### src/rtl/mips_pkg.sv
// Shared types and constants for the MIPS pipeline front end.
package mips_pkg;

    // Fetch sequencer states.
    typedef enum logic [1:0] {
        FETCH = 2'd0,
        HOLD  = 2'd1,
        DRAIN = 2'd2
    } fetch_state_t;

    localparam logic [31:0] NOP_INSTR        = 32'h0000_0000;
    localparam logic [31:0] DEFAULT_RESET_PC = 32'h0000_0000;
    localparam int          IFID_W           = 65;

    // IF/ID pipeline register contents.
    typedef struct packed {
        logic [31:0] instr;
        logic [31:0] pcplus4;
        logic        valid;
    } ifid_t;

    // Instruction word captured while decode is stalled.
    typedef struct packed {
        logic [31:0] instr;
        logic [31:0] pcplus4;
    } fetch_buf_t;

    // PC values are always word aligned; force the low bits of any target to zero.
    function automatic logic [31:0] align_word(input logic [31:0] addr);
        return {addr[31:2], 2'b00};
    endfunction

endpackage

### src/rtl/ifid_reg.sv
// IF/ID pipeline register: enable + clear, clear wins over hold.
module ifid_reg
    import mips_pkg::*;
(
    input  logic  i_clk,
    input  logic  i_rst_n,
    input  logic  i_en,
    input  logic  i_clr,
    input  ifid_t i_d,
    output ifid_t o_q
);

    localparam ifid_t BUBBLE = '{instr: NOP_INSTR, pcplus4: 32'h0, valid: 1'b0};

    ifid_t r_q;

    // Synchronous reset, then clear, then load on enable, otherwise hold.
    always_ff @(posedge i_clk) begin
        if (!i_rst_n) begin
            r_q <= BUBBLE;
        end else if (i_clr) begin
            r_q <= BUBBLE;
        end else if (i_en) begin
            r_q <= i_d;
        end
    end

    assign o_q = r_q;

endmodule

### src/rtl/fetch_stage.sv
// IF stage: owns the PC, fetches over a req/ready handshake and feeds IF/ID.
//
// state | meaning
// ------+-----------------------------------------------------------------
// FETCH | request outstanding at PC; result goes to IF/ID or buffer
// HOLD  | fetched word parked in buffer while decode is stalled; no request
// DRAIN | request at stale PC must complete before jumping to saved target
module fetch_stage
    import mips_pkg::*;
#(
    parameter logic [31:0] RESET_PC = DEFAULT_RESET_PC
) (
    input  logic        CLK,
    input  logic        RESET,
    input  logic        STALL_D,
    input  logic        PCSRC_M,
    input  logic [31:0] PCBRANCH_M,
    input  logic        JUMP_D,
    input  logic [31:0] PCJUMP_D,
    output logic        imem_req,
    output logic [31:0] imem_addr,
    input  logic [31:0] imem_rdata,
    input  logic        imem_ready,
    output logic [31:0] INSTR_D,
    output logic [31:0] PCPLUS4_D,
    output logic        VALID_D
);

    fetch_state_t r_state;
    logic [31:0]  r_pc;
    logic [31:0]  r_redir;
    fetch_buf_t   r_buf;

    fetch_state_t w_state_nxt;
    logic [31:0]  w_pc_nxt;
    logic [31:0]  w_redir_nxt;
    fetch_buf_t   w_buf_nxt;
    logic         w_req;
    logic [31:0]  w_pc_plus4;
    logic [31:0]  w_branch_tgt;
    logic         w_redirect;
    logic [31:0]  w_target;
    logic         w_ifid_en;
    logic         w_ifid_clr;
    ifid_t        w_ifid_d;
    ifid_t        w_ifid_q;

    // Branch from M outranks a jump from D; a jump sitting in a stalled D is not yet real.
    assign w_pc_plus4   = r_pc + 32'd4;
    assign w_branch_tgt = align_word(PCBRANCH_M);
    assign w_redirect   = PCSRC_M | (JUMP_D & ~STALL_D);
    assign w_target     = PCSRC_M ? w_branch_tgt : align_word(PCJUMP_D);

    // State, PC, buffer and saved-redirect registers.
    always_ff @(posedge CLK) begin
        if (!RESET) begin
            r_state <= FETCH;
            r_pc    <= align_word(RESET_PC);
            r_redir <= 32'h0;
            r_buf   <= '0;
        end else begin
            r_state <= w_state_nxt;
            r_pc    <= w_pc_nxt;
            r_redir <= w_redir_nxt;
            r_buf   <= w_buf_nxt;
        end
    end

    // Next-state, PC update and IF/ID control.
    always_comb begin
        w_state_nxt = r_state;
        w_pc_nxt    = r_pc;
        w_redir_nxt = r_redir;
        w_buf_nxt   = r_buf;
        w_req       = 1'b0;
        w_ifid_en   = 1'b0;
        w_ifid_clr  = 1'b0;
        w_ifid_d    = '{instr: NOP_INSTR, pcplus4: 32'h0, valid: 1'b0};

        case (r_state)
            FETCH: begin
                w_req = 1'b1;
                if (imem_ready) begin
                    if (w_redirect) begin
                        w_pc_nxt   = w_target;
                        w_ifid_clr = 1'b1;
                    end else if (!STALL_D) begin
                        w_ifid_en = 1'b1;
                        w_ifid_d  = '{instr: imem_rdata, pcplus4: w_pc_plus4, valid: 1'b1};
                        w_pc_nxt  = w_pc_plus4;
                    end else begin
                        w_buf_nxt   = '{instr: imem_rdata, pcplus4: w_pc_plus4};
                        w_pc_nxt    = w_pc_plus4;
                        w_state_nxt = HOLD;
                    end
                end else if (w_redirect) begin
                    // Address must stay stable until ready, so park the target.
                    w_redir_nxt = w_target;
                    w_ifid_clr  = 1'b1;
                    w_state_nxt = DRAIN;
                end else if (!STALL_D) begin
                    w_ifid_en = 1'b1;
                end
            end

            HOLD: begin
                if (w_redirect) begin
                    w_pc_nxt    = w_target;
                    w_ifid_clr  = 1'b1;
                    w_state_nxt = FETCH;
                end else if (!STALL_D) begin
                    w_ifid_en   = 1'b1;
                    w_ifid_d    = '{instr: r_buf.instr, pcplus4: r_buf.pcplus4, valid: 1'b1};
                    w_state_nxt = FETCH;
                end
            end

            DRAIN: begin
                w_req = 1'b1;
                // IF/ID is empty here, so only a branch from M can redirect; it is older and wins.
                if (PCSRC_M) begin
                    w_redir_nxt = w_branch_tgt;
                    w_ifid_clr  = 1'b1;
                end else if (!STALL_D) begin
                    w_ifid_en = 1'b1;
                end
                if (imem_ready) begin
                    w_pc_nxt    = PCSRC_M ? w_branch_tgt : r_redir;
                    w_state_nxt = FETCH;
                end
            end

            default: begin
                w_state_nxt = FETCH;
            end
        endcase
    end

    ifid_reg u_ifid_reg (
        .i_clk   (CLK),
        .i_rst_n (RESET),
        .i_en    (w_ifid_en),
        .i_clr   (w_ifid_clr),
        .i_d     (w_ifid_d),
        .o_q     (w_ifid_q)
    );

    assign imem_req  = w_req & RESET;
    assign imem_addr = r_pc;
    assign INSTR_D   = w_ifid_q.instr;
    assign PCPLUS4_D = w_ifid_q.pcplus4;
    assign VALID_D   = w_ifid_q.valid;

endmodule

### config.mk
export PLATFORM = sky130hd
export DESIGN_NAME = fetch_stage
export DESIGN_NICKNAME = d
export VERILOG_FILES = /design/src/rtl/mips_pkg.sv /design/src/rtl/ifid_reg.sv /design/src/rtl/fetch_stage.sv
export SDC_FILE = /design/constraint.sdc
export NUM_CORES = 1
export LEC_CHECK = 0
export BUFFER_PORTS_ARGS = -buffer_cell sky130_fd_sc_hd__buf_2
export CAP_MARGIN = 10
export CORE_ASPECT_RATIO = 1.25
export CORE_UTILIZATION = 30
export CTS_BUF_LIST = sky130_fd_sc_hd__clkbuf_16
export DETAILED_ROUTE_END_ITERATION = 7
export GPL_ROUTABILITY_DRIVEN = 0
export HOLD_SLACK_MARGIN = 0.1
export REMOVE_ABC_BUFFERS = 1
export SYNTH_ARGS = -nofsm -noshare
export SYNTH_HDL_FRONTEND = slang
export SYNTH_SLANG_ARGS = --single-unit
### constraint.sdc
create_clock -name CLK -period 2.9 [get_ports CLK]
set_input_delay 0.29 -clock CLK [delete_from_list [all_inputs] [get_ports CLK]]
set_output_delay 0.29 -clock CLK [all_outputs]
set_load 0.02 [all_outputs]
-- Word level (Yosys, flattened, before mapping)
Index checks and enable logic that the tools add are counted.
- flip-flop bits (word level): 195
- input bits: 102
- bitwise operators: 6
- multiplexer cells: 31
- reductions and logical operators: 10
- equal/unequal tests: 11
- add/subtract/negate cells: 1
- operators with widths (kind ; count):
    two-way mux 65 bit ; 5
    two-way mux 32 bit ; 7
    case mux 65 bit (2 select lines) ; 1
    case mux 32 bit (3 select lines) ; 1
    case mux 32 bit (2 select lines) ; 1
    adder 32 x 3 -> 32 bit (second input constant) ; 1
    two-way mux 2 bit ; 7
    inequality test 3 bit (second input constant) ; 4
    inequality test 2 bit (second input constant) ; 5
    AND reduction 4 bit ; 2
    two-way mux 1 bit ; 6
    case mux 2 bit (3 select lines) ; 1
    OR reduction 2 bit ; 3
    AND reduction 5 bit ; 1
    case mux 1 bit (2 select lines) ; 2
    inverter 1 bit ; 3
    AND reduction 3 bit ; 1
    nonzero test 3 bit ; 1
    bitwise AND 1 bit ; 2
    equality test 2 x 1 -> 1 bit (second input constant) ; 1
    equality test 2 bit (second input constant) ; 1
    logical NOT 2 bit ; 1
    nonzero test 2 bit ; 1
    OR 1 bit ; 1

-- Longest topological paths before layout
- word-level depth: 6
- depth in mapped cells: 9

-- Modules after synthesis
Synthesis repeated with hierarchy kept, for this count alone.
- cells, all modules: 1286
- area total of the unflattened synthesis: 10238.6 um^2
- by module, submodules not included (module ; cells each ; area an instance (um^2) ; instances ; seq. area each (um^2)):
    fetch_stage ; 1076 ; 7883.8 ; 1 ; 2602.5
    ifid_reg ; 210 ; 2354.8 ; 1 ; 1301.2

-- Worst setup path before layout
Ideal clock, no wire load.
- path type: register to register
- start: register r_pc[3], in the netlist imem_addr[3]
- end: register u_ifid_reg.r_q (netlist bit u_ifid_reg.o_q[23])
- buffers on the path: 0
- slack: 0.604 ns
- cell stages (with the launch flop): 7
- arrival: 2.239 ns
- library setup time: 0.057 ns
- cells stage by stage: dfxtp_1 ha_1 nand4_1 or4_4 or4_1 nand3_1 a22o_2
- cells in the longest elaborated chain, start to end: 5
- RTL lines (item ; line ; source):
    start: declaration ; fetch_stage.sv:30 ; logic [31:0] r_pc;
    start signal: assignment ; fetch_stage.sv:58 ; r_pc <= align_word(RESET_PC);
    start signal: assignment ; fetch_stage.sv:63 ; r_pc <= w_pc_nxt;
    adder 32 x 3 -> 32 bit ; fetch_stage.sv:49 ; assign w_pc_plus4 = r_pc + 32'd4;
    two-way mux 65 bit ; fetch_stage.sv:87 ; end else if (!STALL_D) begin
    two-way mux 65 bit ; fetch_stage.sv:84 ; if (w_redirect) begin
    two-way mux 65 bit ; fetch_stage.sv:83 ; if (imem_ready) begin
    case mux 65 bit (2 select lines) ; fetch_stage.sv:80 ; case (r_state)
    end signal: assignment ; ifid_reg.sv:24 ; r_q <= i_d;
    end: declaration ; ifid_reg.sv:15 ; ifid_t r_q;
Every way passes these cells.
A chain may end at the register's enable or synchronous reset.

-- Worst setup path after layout
- start: register r_state[0]
- end: register u_ifid_reg.r_q (netlist bit u_ifid_reg.o_q[31])
- cells in the longest elaborated chain, start to end: 4
- elaborated cells on any way between the ends: 8
- RTL lines (item ; line ; source):
    start: declaration ; fetch_stage.sv:29 ; fetch_state_t r_state;
    start signal: assignment ; fetch_stage.sv:62 ; r_state <= w_state_nxt;
    equality test 2 x 1 -> 1 bit or logical NOT 2 bit (tied branches) ; fetch_stage.sv:80 ;
    OR reduction 2 bit (no source line) ; n/a ;
    case mux 1 bit (2 select lines) ; fetch_stage.sv:80 ;
    OR reduction 2 bit (no source line) ; n/a ;
Several ways; a longest one is shown, not always the timed one.

==> flow_summary.toml <==
[finish]
post_route_cells_drive_above_1_share = 0.2223
fin_cells = 1850
fill_cells = 3466
seq_area_um2 = 3904
nets = 1521
multiInputGateArea_um2 = 5813
fin_area_um2 = 12570
area_delta_synth_final_pct = 22.58
finish.utilization = 0.3740

[synth]
yosysSeqAreaShare = 0.3808
syn_area_um2 = 10250
syn_inst = 1257
synth-seq-cells = 195
synthTopCellsByArea = "dfxtp_1, a22oi_1, nand2_1"
async_reset_ff_frac = 0
synth.top_cell.area_share = 0.3808
synth_edf_count = 0
ys.flop_type = "dfxtp_1"
yosysTopAreaCell = "dfxtp_1"
ys_warn_count = 0
synth.distinct_cells = 71
synth_area_per_cell_um2 = 8.155

[floorplan]
rows = 75
core_area_um2 = 33590
initial_utilization = 0.3051
chipHeight_um = 208.7
die_area_um2 = 34920
ios = 200
die_w_um = 167.3

[global_routing]
grt_overflow = 0
grt_pass1_wl_um = 56090
antenna_found_initial = 3
grt_pass1_vias = 9772
grt_max_degree = 85
track_usage = 0.2030

[sta]
skew_ns = 0.01394
hold_violations = 0
max_freq_ghz = 0.3837
period_share = 0.8986
max_slew_margin = 0.4353
slew_violations = 0
rsz0062_at_grt = "no"
fin_crit_ns = 2.606
finalSetupTns_ns = 0
tightest_slew_ns = 0.8446
final-setup-viol-count = 0
timing.hold.ws_ns = 0.2268

[power_and_ir_drop]
vdd_drop_max_v = 0.0004400
switching_share = 0.3256
p_int_mw = 4.682
combPwrFrac = 0.228
p_leak_nw = 4.802
sequentialPowerShare = 0.438
switching_power_mw = 2.261
power.share.clock = 0.333
power_density_nw_per_um2 = 552.5

[place]
io_buffers = 195
dp_hpwl_um = 24410
dp_cells = 1785
placedInstanceArea_um2 = 11690

[status]
status = "finished, final reports clean"

[drt]
wl_per_cell_um = 19.32
num_vias = 10519
drtPass1Iterations = 5
drt_iter0_markers = 1021
drtAntennaViolNets = 0
drc = 0
viasPerCell = 5.686
routed_wl_um = 35750

[worst_setup_path]
critPathBufInv = 0
worst_setup_path_end_kind = "flip-flop"
crit_fanout = 15
path_cells = "ha_1, nor3_1, o221a_2, nand2_1, or3_1, a21oi_1"
cp_slowest_stage_delay_ns = 0.56
critPathRequiredTime_ns = 3.28
critical_path_arrival_ns = 2.98
cpMaxStageDelayCell = "o221a_2"
crit_family = "simple AND/OR/NAND/NOR gates"
criticalPathCategory = "flip-flop to flip-flop"
cp-start-kind = "flip-flop"

[run]
max_cap_viol_count = 0

[clocking]
h-tree-depth = 4
cts_root_buffer = "clkbuf_16"
cts_tree = "yes"
clk_pin_slew_ns = 0.08
cts_resized = 0
cts_buffers = 17
cts_hold_buf = 32
cts_setup_buffers = 0
clock_latency_ns = 0.46
clock-sinks = 195
clock_path_buffers = 2

[worst_hold_path]
min-delay-path-class = "input pin to flip-flop"
## synthesized netlist by cell type (15+ instances only)
cell and instances:
a21oi_1 104, xor2_1 16, a211oi_1 15, o22a_1 28
a22oi_1 80, nand3_1 25, o21ai_0 50, inv_1 15
a22o_1 47, nand2_1 145, dfxtp_1 195, buf_2 27
clkbuf_1 94, o22ai_1 30, o221a_2 31, nand4_1 16
nor2_1 92, nor3_1 30
## sequential cells by signal, summed over array words and instances, names as in the netlist
name            cells
u_ifid_reg.o_q     65
r_buf              64
imem_addr          32
r_redir            32
r_state             2
## power groups by stage
| stage | Combinational [mW] | Clock (mW) | Sequential (mW) |
|---|---|---|---|
| after detailed placement | 1.54 | 0 | 3.10 |
| after global placement | 1.52 | 0 | 3.09 |
| after CTS | 1.58 | 2.37 | 3.03 |
| final | 1.59 | 2.31 | 3.04 |
| after global routing | 1.72 | 2.48 | 3.07 |
| after floorplan | 0.822 | 0 | 3.13 |
## worst reg2reg max path, delay by kind of cell, from the launching register on
family          cells  cell delay (ns)
flops               1             0.39
simple gates        3             1.12
compound gates      2             0.71
fa+ha+maj           1             0.31
## cells in the final DEF (no fill, tap or decap), types with 32 or more instances in the layout
cell,instances
a21oi_1,104
nand2_1,145
nor2_1,90
buf_2,195
buf_4,36
dfxtp_1,195
a22oi_1,80
o21ai_0,50
a22o_1,47
dlygate4sd3_1,32
## worst paths after layout
check,cells after the start,startpoint,slack (ns),endpoint
max,6,r_state[0],0.29,u_ifid_reg.o_q[31]
min,4,PCJUMP_D[16],0.23,imem_addr[16]
max reg2reg,6,r_state[0],0.29,u_ifid_reg.o_q[31]
min reg2reg,2,r_buf[48],0.45,r_buf[48]
## metrics by stage
| stage | setup slack, ns | total power, mW |
|---|---|---|
| 2_1_floorplan | -3.083 | 3.955 |
| 3_3_place_gp | 0.4163 | 4.607 |
| 3_5_place_dp | 0.3389 | 4.635 |
| 4_1_cts | 0.3020 | 6.987 |
| 5_1_grt | 0.1134 | 7.266 |
| 6_report | 0.2940 | 6.942 |
## cell families after synthesis
| kind of cell | Yosys count | share of synthesized area |
|---|---|---|
| AO/OA/AOI/OAI | 481 | 0.3400 |
| AND/OR/NAND/NOR | 389 | 0.1795 |
| flip-flops | 195 | 0.3808 |
| buffers and inverters | 149 | 0.05871 |
| XOR/XNOR | 25 | 0.02136 |
| multiplexers | 12 | 0.01221 |
| adder cells (fa/ha/maj) | 6 | 0.007323 |
## layout make-up
type | instances | share of cell area
Clock inverter | 15 | 0.009957
Tap cell | 423 | 0.04212
Multi-Input combinational cell | 913 | 0.4626
Clock buffer | 17 | 0.03385
Timing Repair Buffer | 270 | 0.1358
Antenna cell | 1 | 0.0001991
Sequential cell | 195 | 0.3107
Inverter | 16 | 0.004779
## per-layer routing
layer	GRT usage	wire [um]	part of all wire	vias up
met3	0.04470	2120	0.059	68
met1	0.2554	15430	0.43	5008
met5	0	23	0.00064	-
met2	0.3339	16960	0.47	398
li1	-	-	-	5041
met4	0.08383	1207	0.034	4
No activity file was read; power rests on OpenSTA's default activity.
